<file path="config.mk">
export PLATFORM = sky130hd
export DESIGN_NAME = wb_stg
export DESIGN_NICKNAME = d
export VERILOG_FILES = /design/src/rtl/mips_pkg.sv /design/src/rtl/reg_file_pkg.sv /design/src/rtl/wb_stg_pkg.sv /design/src/rtl/wb_md_fifo.sv /design/src/rtl/wb_stg.sv
export SDC_FILE = /design/constraint.sdc
export NUM_CORES = 1
export LEC_CHECK = 0
export ABC_AREA = 1
export CAP_MARGIN = 20
export CORE_UTILIZATION = 41
export CTS_BUF_LIST = sky130_fd_sc_hd__clkbuf_8
export DETAILED_ROUTE_END_ITERATION = 10
export PLACE_DENSITY_LB_ADDON = 0.05
export RECOVER_POWER = 50
export SLEW_MARGIN = 20
export SYNTH_ARGS = -nofsm -noshare
export SYNTH_HDL_FRONTEND = slang
export SYNTH_SLANG_ARGS = --single-unit
export TNS_END_PERCENT = 20
</file>
<file path="constraint.sdc">
create_clock -name clk -period 2.8 [get_ports clk]
set_input_delay 0.56 -clock clk [delete_from_list [all_inputs] [get_ports clk]]
set_output_delay 0.56 -clock clk [all_outputs]
set_load 0.01 [all_outputs]
</file>
<file path="src/rtl/mips_pkg.sv">
// Core-wide basic types shared by the pipeline stages.
package mips_pkg;

  typedef logic [31:0] word_t;

endpackage

</file>
<file path="src/rtl/reg_file_pkg.sv">
// Register file request types.
package reg_file_pkg;

  typedef struct packed {
    logic [4:0]      addr;
    mips_pkg::word_t data;
  } reg_file_wr_req_pkt_t;

endpackage

</file>
<file path="src/rtl/wb_stg_pkg.sv">
// Writeback stage types, constants and the big-endian load extraction helper.
package wb_stg_pkg;

  typedef enum logic [2:0] {
    LD_NONE,
    LD_W,
    LD_H,
    LD_HU,
    LD_B,
    LD_BU
  } ld_type_e;

  typedef struct packed {
    logic [4:0]      addr;
    mips_pkg::word_t data;
    ld_type_e        ld_type;
    logic [1:0]      byte_off;
  } wb_req_pkt_t;

  typedef struct packed {
    logic [4:0]      addr;
    mips_pkg::word_t data;
  } md_rsp_pkt_t;

  // Wide enough for the largest supported starvation limit (15).
  localparam int STARVE_CNT_W = 4;

  // Big-endian extraction: byte_off 0 addresses the most significant byte.
  // byte_off[0] is ignored for halfword loads; misalignment is trapped upstream.
  function automatic mips_pkg::word_t ld_extract(input mips_pkg::word_t data,
                                                 input ld_type_e        ld_type,
                                                 input logic [1:0]      byte_off);
    logic [15:0]     half_v;
    logic [7:0]      byte_v;
    mips_pkg::word_t res;
    half_v = byte_off[1] ? data[15:0] : data[31:16];
    case (byte_off)
      2'd0:    byte_v = data[31:24];
      2'd1:    byte_v = data[23:16];
      2'd2:    byte_v = data[15:8];
      default: byte_v = data[7:0];
    endcase
    case (ld_type)
      LD_H:    res = {{16{half_v[15]}}, half_v};
      LD_HU:   res = {16'h0000, half_v};
      LD_B:    res = {{24{byte_v[7]}}, byte_v};
      LD_BU:   res = {24'h000000, byte_v};
      default: res = data;
    endcase
    return res;
  endfunction

endpackage

</file>
<file path="src/rtl/wb_md_fifo.sv">
// Small circular FIFO buffering multiply/divide results for the writeback stage.
// The head is only presented once an entry is registered, so there is no bypass.
module wb_md_fifo #(
  parameter int DEPTH = 2,
  parameter int W     = 37
) (
  input  logic                       clk,
  input  logic                       resetn,
  input  logic                       push,
  input  logic [W-1:0]               push_data,
  input  logic                       pop,
  output logic [W-1:0]               head_data,
  output logic [$clog2(DEPTH+1)-1:0] count,
  output logic                       full,
  output logic                       empty
);

  localparam int PTR_W = $clog2(DEPTH);
  localparam int CNT_W = $clog2(DEPTH + 1);

  logic [W-1:0]     mem_q [DEPTH];
  logic [PTR_W-1:0] wr_ptr_q, wr_ptr_d;
  logic [PTR_W-1:0] rd_ptr_q, rd_ptr_d;
  logic [CNT_W-1:0] count_q, count_d;
  logic             push_ok, pop_ok;

  assign full      = (count_q == CNT_W'(DEPTH));
  assign empty     = (count_q == '0);
  assign count     = count_q;
  assign head_data = mem_q[rd_ptr_q];

  // Next pointer/occupancy; pointers wrap naturally since DEPTH is a power of two.
  always_comb begin
    push_ok  = push && !full;
    pop_ok   = pop && !empty;
    wr_ptr_d = push_ok ? wr_ptr_q + PTR_W'(1) : wr_ptr_q;
    rd_ptr_d = pop_ok ? rd_ptr_q + PTR_W'(1) : rd_ptr_q;
    case ({push_ok, pop_ok})
      2'b10:   count_d = count_q + CNT_W'(1);
      2'b01:   count_d = count_q - CNT_W'(1);
      default: count_d = count_q;
    endcase
  end

  // Control state; reset empties the buffer and discards anything pending.
  always_ff @(posedge clk or negedge resetn) begin
    if (!resetn) begin
      wr_ptr_q <= '0;
      rd_ptr_q <= '0;
      count_q  <= '0;
    end else begin
      wr_ptr_q <= wr_ptr_d;
      rd_ptr_q <= rd_ptr_d;
      count_q  <= count_d;
    end
  end

  // Entry storage; contents are only meaningful while counted as occupied.
  always_ff @(posedge clk) begin
    if (push_ok) mem_q[wr_ptr_q] <= push_data;
  end

endmodule

</file>
<file path="src/rtl/wb_stg.sv">
// Writeback stage: merges in-order pipeline results with buffered mul/div
// results into a single registered register-file write port.
module wb_stg
  import wb_stg_pkg::*;
#(
  parameter int STARVE_LIMIT  = 4,
  parameter int MD_FIFO_DEPTH = 2
) (
  input  logic                               clk,
  input  logic                               resetn,
  input  logic                               wb_req_vld,
  input  wb_stg_pkg::wb_req_pkt_t            wb_req_pkt,
  output logic                               wb_req_rdy,
  input  logic                               md_rsp_vld,
  input  wb_stg_pkg::md_rsp_pkt_t            md_rsp_pkt,
  output logic                               md_rsp_rdy,
  output logic                               reg_file_wr_req_vld,
  output reg_file_pkg::reg_file_wr_req_pkt_t reg_file_wr_req_pkt
);

  localparam int MD_W  = $bits(md_rsp_pkt_t);
  localparam int CNT_W = $clog2(MD_FIFO_DEPTH + 1);

  logic [MD_W-1:0]   fifo_head;
  logic [CNT_W-1:0]  fifo_cnt;
  logic              fifo_full, fifo_empty;
  md_rsp_pkt_t       md_head;

  logic              starve_hit, sel_pipe, md_pop, md_push;
  logic [4:0]        sel_addr;
  mips_pkg::word_t   sel_data;

  logic [STARVE_CNT_W-1:0]            starve_cnt_q, starve_cnt_d;
  logic                               wr_vld_q, wr_vld_d;
  reg_file_pkg::reg_file_wr_req_pkt_t wr_pkt_q, wr_pkt_d;

  wb_md_fifo #(
    .DEPTH (MD_FIFO_DEPTH),
    .W     (MD_W)
  ) u_md_fifo (
    .clk       (clk),
    .resetn    (resetn),
    .push      (md_push),
    .push_data (md_rsp_pkt),
    .pop       (md_pop),
    .head_data (fifo_head),
    .count     (fifo_cnt),
    .full      (fifo_full),
    .empty     (fifo_empty)
  );

  assign md_head             = md_rsp_pkt_t'(fifo_head);
  assign md_rsp_rdy          = (fifo_cnt < CNT_W'(MD_FIFO_DEPTH));
  assign wb_req_rdy          = !starve_hit;
  assign reg_file_wr_req_vld = wr_vld_q;
  assign reg_file_wr_req_pkt = wr_pkt_q;

  // Arbitration: pipeline wins unless the md buffer has waited STARVE_LIMIT cycles.
  always_comb begin
    starve_hit = (starve_cnt_q == STARVE_CNT_W'(STARVE_LIMIT)) && !fifo_empty;
    sel_pipe   = wb_req_vld && !starve_hit;
    md_pop     = !sel_pipe && !fifo_empty;
    md_push    = md_rsp_vld && md_rsp_rdy && !fifo_full;

    if (md_pop || fifo_empty)
      starve_cnt_d = '0;
    else if (starve_cnt_q != STARVE_CNT_W'(STARVE_LIMIT))
      starve_cnt_d = starve_cnt_q + STARVE_CNT_W'(1);
    else
      starve_cnt_d = starve_cnt_q;

    sel_addr = sel_pipe ? wb_req_pkt.addr : md_head.addr;
    sel_data = sel_pipe ? ld_extract(wb_req_pkt.data, wb_req_pkt.ld_type, wb_req_pkt.byte_off)
                        : md_head.data;

    // Writes to $0 are consumed but never reach the register file.
    wr_vld_d = (sel_pipe || md_pop) && (sel_addr != 5'd0);
    wr_pkt_d = wr_pkt_q;
    if (wr_vld_d) begin
      wr_pkt_d.addr = sel_addr;
      wr_pkt_d.data = sel_data;
    end
  end

  // Registered write port and starvation counter.
  always_ff @(posedge clk or negedge resetn) begin
    if (!resetn) begin
      starve_cnt_q <= '0;
      wr_vld_q     <= 1'b0;
      wr_pkt_q     <= '0;
    end else begin
      starve_cnt_q <= starve_cnt_d;
      wr_vld_q     <= wr_vld_d;
      wr_pkt_q     <= wr_pkt_d;
    end
  end

endmodule

</file>
### Word level (Yosys, flattened, before mapping)

Memories as Yosys holds them, arrays and structs flattened.
Cells that the tools add are included.
Widths: inputs -> output; s select.

* memory bits (writable): 74
* output and inout bits: 40
* flip-flop bits (word level): 46
* memories kept: 1
* bits of input ports: 83

Memory list
* u_md_fifo.mem_q: words 2, bits a word 37, rd ports 1, clocked after Yosys merged registers in 0, wr ports 1, RTL line wb_md_fifo.sv:21 `logic [W-1:0] mem_q [DEPTH];`

* muxes and demuxes: 10
* reductions and logical operators: 19
* order comparisons: 1
* add/sub/neg operators: 5
* equal/unequal tests: 11

Operators with widths (number)
* $pmux 32 s4: 1
* $mux 32: 1
* $pmux 8 s3: 1
* $mux 16: 1
* $logic_and 1x1->1: 8
* $mux 4: 2
* $eq 2x2->1 const B: 3
* $eq 3x2->1 const B: 2
* $eq 3x3->1 const B: 2
* $mux 5: 1
* $reduce_bool 5->1: 1
* $add 4x1->4 const B: 1
* $eq 2x1->1 const B: 2
* $eq 4x3->1 const B: 1
* $logic_not 1->1: 4
* $logic_not 2->1: 2
* $ne 4x3->1 const B: 1
* $pmux 2 s2: 1
* $reduce_bool 2->1: 2
* $add 1x1->1 const B: 2
* $add 2x1->2 const B: 1
* $logic_or 1x1->1: 2
* $lt 2x2->1 const B: 1
* $mux 1: 2
* $sub 2x1->2 const B: 1

### Depth between registers and ports, before layout

Gate-level depths: netlist of run 1.

* depth after elaboration: 10
* gate-level depth with buffers: 12
* depth with buffers taken out: 11

### Hierarchy

Synthesis of run 1 repeated with hierarchy kept, for this count alone.

* cells, all modules: 746
* area total of the unflattened synthesis: 6078.3 um^2

By module, submodules not included
* wb_stg: area each 3139.3 um^2, cells each 520, seq. area each 1051.0 um^2, instances 1
* wb_md_fifo: area each 2939.1 um^2, cells each 226, seq. area each 2322.2 um^2, instances 1

### Worst setup path after synthesis of run 1

Ideal clock, no wire load.

* path type: in2reg
* start: input port md_rsp_vld
* end: memory u_md_fifo.mem_q[0][0] (enable)
* slack: 0.133 ns
* required time: 2.369 ns
* setup time: 0.431 ns
* path buffers: 0
* arrival time: 2.235 ns
* stages: 2
* cell sequence: nand2_1 -> nor2_1

* cells in the longest elaborated chain, start to end: 5

Ends and longest elaborated chain
* start, declared: RTL line wb_stg.sv:14 `input logic md_rsp_vld,`
* $logic_and 1x1->1 (2 in series): RTL line wb_stg.sv:63 `md_push = md_rsp_vld && md_rsp_rdy && !fifo_full;`
* $logic_and 1x1->1: RTL line wb_md_fifo.sv:34 `push_ok = push && !full;`
* $mux 1: RTL line wb_md_fifo.sv:60 `if (push_ok) mem_q[wr_ptr_q] <= push_data;`
* $mux 1 (not written as such): RTL line wb_md_fifo.sv:60
* end, declared: RTL line wb_md_fifo.sv:21

No other way between the ends.

### Final worst setup path of run 1

* start: register starve_cnt_q[0]
* end: output port wb_req_rdy

* cells in the longest elaborated chain, start to end: 3

Ends and longest elaborated chain
* start, declared: RTL line wb_stg.sv:33 `logic [STARVE_CNT_W-1:0] starve_cnt_q, starve_cnt_d;`
* start signal, assigned: RTL line wb_stg.sv:92 `starve_cnt_q <= starve_cnt_d;`
* $eq 4x3->1: RTL line wb_stg.sv:60 `starve_hit = (starve_cnt_q == STARVE_CNT_W'(STARVE_LIMIT)) && !fifo_empty;`
* $logic_and 1x1->1: RTL line wb_stg.sv:60
* $logic_not 1->1: RTL line wb_stg.sv:54 `assign wb_req_rdy = !starve_hit;`
* end, declared: RTL line wb_stg.sv:13 `output logic wb_req_rdy,`

No other way between the ends.

==> flow_summary.yaml, run 1 <==
global_routing:
  grt_util_all_layers_pct: 22.7
  met1_usage_pct: 32.8
  grt_overflow: 0
  antenna_found_initial: 0
  grt-busiest-layer: "met2"
  grt_pass1_vias: 4770
  grt_pass1_wl_um: 25200
  grt_start_max_net_pins: 56
  grt_use_met3_pct: 4.47
  met2_usage_pct: 33.9
power_and_ir_drop:
  irDropWorstVdd_v: 0.000437
  power_frac_seq_pct: 41.4
  p_per_area_mw_per_mm2: 840
  pwr-share-clk_pct: 21.5
  swShare_pct: 37.2
  leakage_nw: 3.52
  power.total_mw: 6.56
  intPower_mw: 4.12
  comb_power_share_pct: 37.0
  switchingPower_mw: 2.44
worst_setup_path:
  cp_cell_sequence: "inv_1 -> ha_1 -> nand3_4 -> clkdlybuf4s50_1"
  crit_fanout: 6
  start_kind: "flop"
  crit_start: "starve_cnt_q[0]"
  critPathSlowestCell: "clkdlybuf4s50_1"
  cp_slowest_stage_delay_ns: 0.55
  required_ns: 2.24
  crit_type: "flop to output pin"
  reg2reg_from: "starve_cnt_q[0]"
  r2r_end: "reg_file_wr_req_pkt[3]"
  r2r_setup_slack_ns: 0.73
  reg2reg_depth: 12
  end_kind: "output pin"
  worstPathArrival_ns: 1.80
min_path:
  hp-class: "input port to asynchronous set/reset pin"
timing:
  fin_crit_sh_pct: 84.4
  skew_ns: 0.0109
  fmax_mhz: 423
  finalCriticalPeriod_ns: 2.36
  setup_viol: 0
  setup_tns_ns: 0
  slew-limit-headroom_pct: 9.80
  rsz0062_at_grt: "no"
  finalHoldViolations: 0
  maxSlewViolCount: 0
  worstMarginPinSlew_ns: 1.35
clock_tree:
  cts_root_buf: "clkbuf_8"
  clock_sinks: 120
  postCtsHoldBufs: 0
  insertion_delay_ns: 0.45
  cts_tree: "built"
  clock_path_buffers: 2
  cts_made_buffers: 17
  post_cts_resized: 0
  htreeDepth: 4
  path_clk_slew_ns: 0.08
  cts_setup_buffers: 0
yosys:
  avgSynthCellArea_um2: 8.51
  synth_cells: 707
  synth_seq_cells: 120
  synth.cell_area_mm2: 0.00601
  yosys_warnings: 0
  synth_fp_nets: 793
  synth.distinct_cells: 36
  yosysSeqAreaShare_pct: 56.1
die:
  rows: 43
  die_y_um: 123
  die_area_mm2: 0.0152
  io_pins: 123
  start_util_pct: 42.7
  core_area_mm2: 0.0141
  die_w_um: 123
finish:
  nNetsFinal: 919
  final_common_cell: "nand2_1"
  drive_above_1_share_pct: 10.5
  fillers: 1346
  antenna_cells: 0
  layout_common_cells: "nand2_1 (228), nand3_1 (88), clkdlybuf4s50_1 (83)"
  syn_to_final_growth_pct: 29.9
job:
  cap_violations: 0
place:
  place.gp.congestion: 0.917
  io_buffers: 122
  dp_hpwl_um: 11500
drt:
  drt_first_pass_iters: 5
  routed_wl_um: 16100
  via_count: 5071
  drt_iter0_markers: 340
  post_drt_wl_per_cell_um: 15.7
  drtAntennaViolNets: 0
  route.detailed.drc: 0
  viasPerCell: 4.94
outcome:
  status: "finished clean"
through the flow:
step / cells / instance area [um^2] / hold slack (ns) / setup WS [ns] / utilization (%)
global route: 1026 / 7810 / 0.479 / 0.347 / 55.4
global placement: 994 / 7470 / 0.455 / 0.415 / 53.0
finish: 1026 / 7810 / 0.401 / 0.437 / 55.4
floorplan: 707 / 6010 / 0.264 / 0.133 / -
CTS: 1026 / 7830 / 0.0925 / 0.404 / 55.5
detailed placement: 994 / 7470 / 0.466 / 0.378 / 53.0
cells in the mapped netlist:
| cell type | instances | share of area, % |
|---|---|---|
| xor2_1 | 4 | 0.58 |
| o21ai_1 | 3 | 0.25 |
| nand2_4 | 1 | 0.19 |
| nor3_1 | 1 | 0.083 |
| o211ai_1 | 3 | 0.37 |
| buf_4 | 1 | 0.12 |
| ha_1 | 3 | 0.62 |
| or2_1 | 1 | 0.10 |
| a22oi_1 | 1 | 0.12 |
| nand3_4 | 1 | 0.29 |
| nor2_4 | 1 | 0.19 |
| buf_6 | 1 | 0.19 |
| nand2_1 | 228 | 14 |
| a21boi_0 | 1 | 0.12 |
| edfxtp_1 | 74 | 37 |
| o21ai_0 | 24 | 2.0 |
| buf_2 | 17 | 1.4 |
| a21boi_1 | 3 | 0.37 |
| nand2_2 | 22 | 2.3 |
| clkinv_1 | 4 | 0.25 |
| buf_12 | 2 | 0.67 |
| o21a_1 | 1 | 0.12 |
| mux2i_1 | 1 | 0.17 |
| nand3_1 | 88 | 7.3 |
| inv_1 | 52 | 3.2 |
| clkbuf_1 | 6 | 0.37 |
| or2_2 | 2 | 0.21 |
| nand3b_1 | 3 | 0.37 |
| nor2_1 | 79 | 4.9 |
| dfrtp_1 | 46 | 19 |
| nor2_2 | 1 | 0.10 |
| xnor2_1 | 2 | 0.29 |
| inv_2 | 8 | 0.50 |
| o21bai_2 | 1 | 0.19 |
| a21oi_1 | 15 | 1.2 |
| buf_1 | 6 | 0.37 |
per-layer routing:
layer | vias to the layer above | wire (um)
met1 | 2340 | 7800
met4 | 0 | 350
met3 | 27 | 966
li1 | 2527 | -
met5 | - | 0
met2 | 177 | 7000
worst max-delay path: cells and delay by family (launching register included):
kind,cells,cell delay [ns]
buffers and inverters,2,0.61
adder cells (fa/ha/maj),1,0.22
flip-flops,1,0.39
AND/OR/NAND/NOR,1,0.13
power groups by stage:
stage | Sequential [mW] | Clock (mW) | Combinational, mW
after floorplan | 2.81 | 0 | 1.26
after global placement | 2.74 | 0 | 2.46
after detailed placement | 2.75 | 0 | 2.49
after CTS | 2.72 | 1.44 | 2.50
after global routing | 2.78 | 1.52 | 2.72
final | 2.72 | 1.41 | 2.43
flip-flops by register name, indices dropped and copies added, names as in the netlist:
register / cells
u_md_fifo.rd_ptr_q: 1
u_md_fifo.count: 2
u_md_fifo.wr_ptr_q: 1
starve_cnt_q: 4
u_md_fifo.mem_q: 74
reg_file_wr_req_pkt: 37
reg_file_wr_req_vld: 1
logic make-up after synthesis:
family	share of synthesized area, %
and+or+nand+nor	30.3
DFF	56.1
buffers and inverters	7.14
AOI/OAI and AO/OA	4.81
xor gates and xnor gates	0.874
adders and majority gates	0.624
muxes	0.166
cell type report:
class                           instances  area, um^2  area share (%)
Clock buffer                           17         234            3.00
Clock inverter                         15         120            1.54
Inverter                               64         240            3.08
Multi-Input combinational cell        490        2230            28.6
Sequential cell                       120        3370            43.2
Tap cell                              180         225            2.88
Timing Repair Buffer                  140        1380            17.7
how the worst max path moves through the flow:
stage / slack (ns) / to / depth (start not counted)
2_1_floorplan: 0.13 / u_md_fifo.mem_q[0][0] / 2
6_report: 0.44 / wb_req_rdy / 4
3_3_place_gp: 0.42 / reg_file_wr_req_pkt[3] / 10
4_1_cts: 0.40 / wb_req_rdy / 4
5_1_grt: 0.35 / wb_req_rdy / 4
3_5_place_dp: 0.38 / reg_file_wr_req_pkt[3] / 10
(Power assumes the default switching activity.)
==> run 2: changes to the inputs <==
clock period = 2.3 ns   (was 2.8 ns; I/O delays follow)
==> run 2 against run 1 <==
Worst setup slack worse by 0.27 ns. Clock skew up 0.0072 ns. Cell count grew 0.97%. Sequential power up 22%. Clock power increased by 38%. Sequential cell count is the same. Largest cell class unchanged. Highest routed layer unchanged.
==> flow_summary.yaml, run 2 (same netlist as run 1, synthesis figures left out) <==
finish:
  finish.utilization_pct: 56.6
  nNetsFinal: 929
  antenna_cells: 0
  final_common_cell: "nand2_1"
  drive_above_1_share_pct: 11.3
  syn_to_final_growth_pct: 32.6
  largest_register: "u_md_fifo.mem_q"
  layout_common_cells: "nand2_1 (228), nand3_1 (88), clkdlybuf4s50_1 (83)"
  largest_register_ffs: 74
  final_cells: 1036
timing:
  fmax_mhz: 469
  finalHoldViolations: 0
  rsz0062_at_grt: "no"
  maxSlewViolCount: 0
  finalCriticalPeriod_ns: 2.13
  skew_ns: 0.0181
  setup_viol: 0
  slew-limit-headroom_pct: 10.9
  worstMarginPinSlew_ns: 1.34
  fin_crit_sh_pct: 92.7
power_and_ir_drop:
  leakage_nw: 3.61
  switchingPower_mw: 3.04
  pwr-share-clk_pct: 23.4
  comb_power_share_pct: 36.8
  swShare_pct: 36.5
  intPower_mw: 5.29
  p_per_area_mw_per_mm2: 1040
  irDropWorstVdd_v: 0.000788
  power_frac_seq_pct: 39.8
outcome:
  status: "finished clean"
worst_setup_path:
  end_kind: "flop"
  reg2reg_from: "u_md_fifo.count[1]"
  crit_type: "flop to flop"
  cp_cell_sequence: "inv_1 -> nand2_1 -> nor2_4 -> clkbuf_2"
  cp_slowest_stage_delay_ns: 0.84
  r2r_setup_slack_ns: 0.17
  reg2reg_depth: 4
  start_kind: "flop"
  worstPathArrival_ns: 2.19
  r2r_end: "u_md_fifo.mem_q[0][25]"
  required_ns: 2.36
  critPathSlowestCell: "clkbuf_2"
  crit_fanout: 37
place:
  dp_hpwl_um: 12100
  place_inst: 1004
  io_buffers: 122
  place.gp.congestion: 0.874
global_routing:
  grt_util_all_layers_pct: 23.4
  antenna_found_initial: 0
  grt_overflow: 0
  grt_pass1_vias: 4885
  grt_start_max_net_pins: 56
  grt_pass1_wl_um: 25900
die:
  die_area_mm2: 0.0152
  rows: 43
  die_y_um: 123
  die_w_um: 123
  start_util_pct: 42.7
  io_pins: 123
  core_area_mm2: 0.0141
drt:
  drt_first_pass_iters: 5
  drt_iter0_markers: 326
  post_drt_wl_per_cell_um: 16.4
  via_count: 5180
  routed_wl_um: 17000
  viasPerCell: 5.00
  route.detailed.drc: 0
  drtAntennaViolNets: 0
clock_tree:
  cts_made_buffers: 17
  cts_setup_buffers: 0
  cts_tree: "built"
  clock_path_buffers: 2
  clock_sinks: 120
  htreeDepth: 4
  path_clk_slew_ns: 0.09
  post_cts_resized: 1
  insertion_delay_ns: 0.45
  postCtsHoldBufs: 0
  cts_root_buf: "clkbuf_8"
job:
  cap_violations: 0
min_path:
  hp-class: "input port to asynchronous set/reset pin"
[run 2: critical path, delay by kind of cell (launching register included)]
kind          cells  cell delay [ns]
buf+inv           2             0.99
simple gates      2             0.34
flops             1             0.37
[run 2: final cells by class]
cell class / instances / area [um^2]
clock buffer: 17 / 234
clock inverter: 15 / 166
fill: 1326 / 6120
inverter: 64 / 240
multi-input combinational: 490 / 2230
sequential: 120 / 3370
tap: 180 / 225
timing repair buffer: 150 / 1500
[run 2: layer usage]
metal | vias to the layer above | global-route usage (%) | routed length, um
met4 | 0 | 7.38 | 219
met2 | 196 | 35.6 | 7440
met3 | 19 | 4.84 | 1170
met1 | 2410 | 33.6 | 8170
li1 | 2555 | - | -
met5 | - | 0 | 0
[run 2: per-stage QoR]
step | power, mW | hold slack (ns) | TNS (ns) | cell area (um^2) | worst slack [ns]
after detailed placement | 6.48 | 0.468 | 0 | 7620 | 0.0792
final | 8.33 | 0.291 | 0 | 7980 | 0.168
after floorplan | 4.95 | 0.164 | -21.79 | 6010 | -0.294
after global placement | 6.43 | 0.459 | 0 | 7620 | 0.127
after CTS | 8.45 | 0.00329 | 0 | 8020 | 0.237
after global routing | 8.82 | 0.378 | 0 | 7980 | 0.0612
[run 2: worst max path at each step]
stage                        from                       to  cells past startpoint
3_3_place_gp        wb_req_pkt[1]  reg_file_wr_req_pkt[29]                     10
5_1_grt        u_md_fifo.count[1]   u_md_fifo.mem_q[0][28]                      4
2_1_floorplan  u_md_fifo.count[1]    u_md_fifo.mem_q[0][0]                      3
4_1_cts           starve_cnt_q[0]               wb_req_rdy                      4
6_report       u_md_fifo.count[1]   u_md_fifo.mem_q[0][25]                      4
3_5_place_dp        wb_req_pkt[1]  reg_file_wr_req_pkt[21]                     10
[run 2: power groups by stage]
stage	clock, mW	sequential (mW)	combinational [mW]
after floorplan	0	3.42	1.53
after global routing	2.06	3.37	3.39
after global placement	0	3.33	3.10
final	1.95	3.32	3.07
after detailed placement	0	3.35	3.14
after CTS	1.99	3.31	3.15
==> run 3: changes to the inputs <==
GPL_TIMING_DRIVEN = 0   (was default)
SKIP_CTS_REPAIR_TIMING = 1   (was default)
TNS_END_PERCENT = default   (was 20)
==> run 3 against run 2 <==
Sequential power about the same. Hold slack better by 0.18 ns. Register-to-register slack worse by 0.05 ns. Power up 1.0%. Critical path type unchanged.
==> flow_summary.yaml, run 3 (same netlist as run 1, synthesis figures left out) <==
outcome:
  status: "finished clean"
finish:
  largest_register: "u_md_fifo.mem_q"
  seq_area_mm2: 0.00337
  nNetsFinal: 940
  drive_above_1_share_pct: 11.3
  fin_area_mm2: 0.00799
  antenna_cells: 0
  multiInputGateArea_mm2: 0.00224
  largest_register_ffs: 74
  final_common_cell: "nand2_1"
  layout_common_cells: "nand2_1 (228), nand3_1 (88), clkdlybuf4s50_1 (83)"
  fillers: 1311
  syn_to_final_growth_pct: 32.8
drt:
  via_count: 5094
  drt_iter0_markers: 272
  drtAntennaViolNets: 0
  routed_wl_um: 17000
  post_drt_wl_per_cell_um: 16.2
  viasPerCell: 4.87
  drt_first_pass_iters: 4
  route.detailed.drc: 0
clock_tree:
  clock_sinks: 120
  clock_path_buffers: 2
  insertion_delay_ns: 0.44
  cts_made_buffers: 17
  cts_tree: "built"
  htreeDepth: 4
  cts_root_buf: "clkbuf_8"
  path_clk_slew_ns: 0.07
timing:
  setup_viol: 0
  hold_ws_ns: 0.476
  worstMarginPinSlew_ns: 1.03
  finalHoldViolations: 0
  rsz0062_at_grt: "no"
  skew_ns: 0.00907
  finalCriticalPeriod_ns: 2.18
  maxSlewViolCount: 0
  slew-limit-headroom_pct: 31.1
  fmax_mhz: 458
  fin_crit_sh_pct: 95.0
power_and_ir_drop:
  leakage_nw: 3.61
  p_per_area_mw_per_mm2: 1050
  irDropWorstVdd_v: 0.000508
global_routing:
  grt_pass1_wl_um: 26200
  grt_pass1_vias: 4904
  grt_start_max_net_pins: 33
  grt_util_all_layers_pct: 23.7
  grt_overflow: 0
  antenna_found_initial: 0
die:
  io_pins: 123
  die_y_um: 123
  rows: 43
  core_area_mm2: 0.0141
  die_w_um: 123
  start_util_pct: 42.7
  die_area_mm2: 0.0152
place:
  io_buffers: 122
  placed_area_mm2: 0.00759
  dp_hpwl_um: 13200
  place.gp.congestion: 0.861
min_path:
  min_to: "reg_file_wr_req_pkt[8]"
  hold_start: "reg_file_wr_req_pkt[8]"
  hp-class: "flop to flop"
  whs_path_depth: 2
worst_setup_path:
  start_kind: "flop"
  required_ns: 2.62
  crit_fanout: 10
  crit_type: "flop to flop"
  reg2reg_from: "starve_cnt_q[0]"
  end_kind: "flop"
  reg2reg_depth: 11
  r2r_setup_slack_ns: 0.12
  r2r_end: "u_md_fifo.count[1]"
  worstPathArrival_ns: 2.50
job:
  cap_violations: 0
==> run 3: cell types whose count changed in the layout (fill, tap and decap cells not counted), sizes merged <==
| cell | before | now |
|---|---|---|
| buf | 26 | 31 |
| bufinv | 2 | 3 |
| clkbuf | 20 | 25 |
| clkinv | 7 | 11 |
| clkinvlp | 4 | 1 |
| dlygate4sd2 | 1 | 0 |
| dlygate4sd3 | 37 | 38 |
| dlymetal6s2s | 0 | 1 |
| inv | 66 | 64 |
==> run 3: per-layer routing <==
layer / wire length [um] / track usage (%) / vias up
met5: 0 / 0 / -
met1: 8170 / 34.0 / 2341
met2: 7590 / 36.1 / 152
met4: 377 / 9.34 / 0
met3: 861 / 3.46 / 26
li1: - / - / 2575
==> run 3: power by group <==
| group | switching [mW] | internal (mW) | leakage (nW) |
|---|---|---|---|
| Combinational | 1.76 | 1.39 | 2.17 |
| Clock | 0.908 | 1.07 | 0.208 |
| Sequential | 0.341 | 2.95 | 1.23 |
| Total | 3.01 | 5.41 | 3.61 |
==> run 3: worst max-delay path, cell delays in order, from the launching register on <==
cell	delay (ns)
dfrtp_1	0.40
inv_1	0.06
ha_1	0.22
nand3_4	0.14
nand2_4	0.10
inv_2	0.08
buf_2	0.28
a21oi_4	0.07
ha_1	0.33
a21oi_1	0.11
o21ai_0	0.11
xor2_1	0.15
==> run 3: area by class of cell <==
class	instances	share of cell area, %
Sequential cell	120	42.2
Buffer	33	2.38
Clock inverter	15	2.18
Tap cell	180	2.82
Timing Repair Buffer	128	16.4
Inverter	64	3.01
Clock buffer	17	2.93
Multi-Input combinational cell	490	28.0
==> run 3: worst max path at each step <==
| stage | startpoint | to | slack [ns] | cells past startpoint |
|---|---|---|---|---|
| 6_report | starve_cnt_q[0] | u_md_fifo.count[1] | 0.12 | 11 |
| 2_1_floorplan | u_md_fifo.count[1] | u_md_fifo.mem_q[0][0] | -0.29 | 3 |
| 3_5_place_dp | wb_req_vld | u_md_fifo.count[1] | -0.54 | 9 |
| 3_3_place_gp | md_rsp_vld | u_md_fifo.mem_q[1][14] | -1.87 | 3 |
| 5_1_grt | starve_cnt_q[0] | u_md_fifo.count[1] | 0.01 | 11 |
| 4_1_cts | starve_cnt_q[0] | u_md_fifo.count[1] | -0.28 | 11 |
==> run 3: metrics by stage <==
| stage | utilization [%] | instances | TNS, ns | power, mW | setup WS (ns) |
|---|---|---|---|---|---|
| finish | 56.7 | 1047 | 0 | 8.42 | 0.116 |
| global route | 56.7 | 1047 | 0 | 8.96 | 0.0136 |
| CTS | 56.7 | 1046 | -0.345 | 8.53 | -0.281 |
| detailed placement | 53.8 | 1014 | -4.29 | 6.53 | -0.538 |
| global placement | 52.9 | 1009 | -168.41 | 6.38 | -1.87 |
| floorplan | - | 707 | -21.79 | 4.95 | -0.294 |
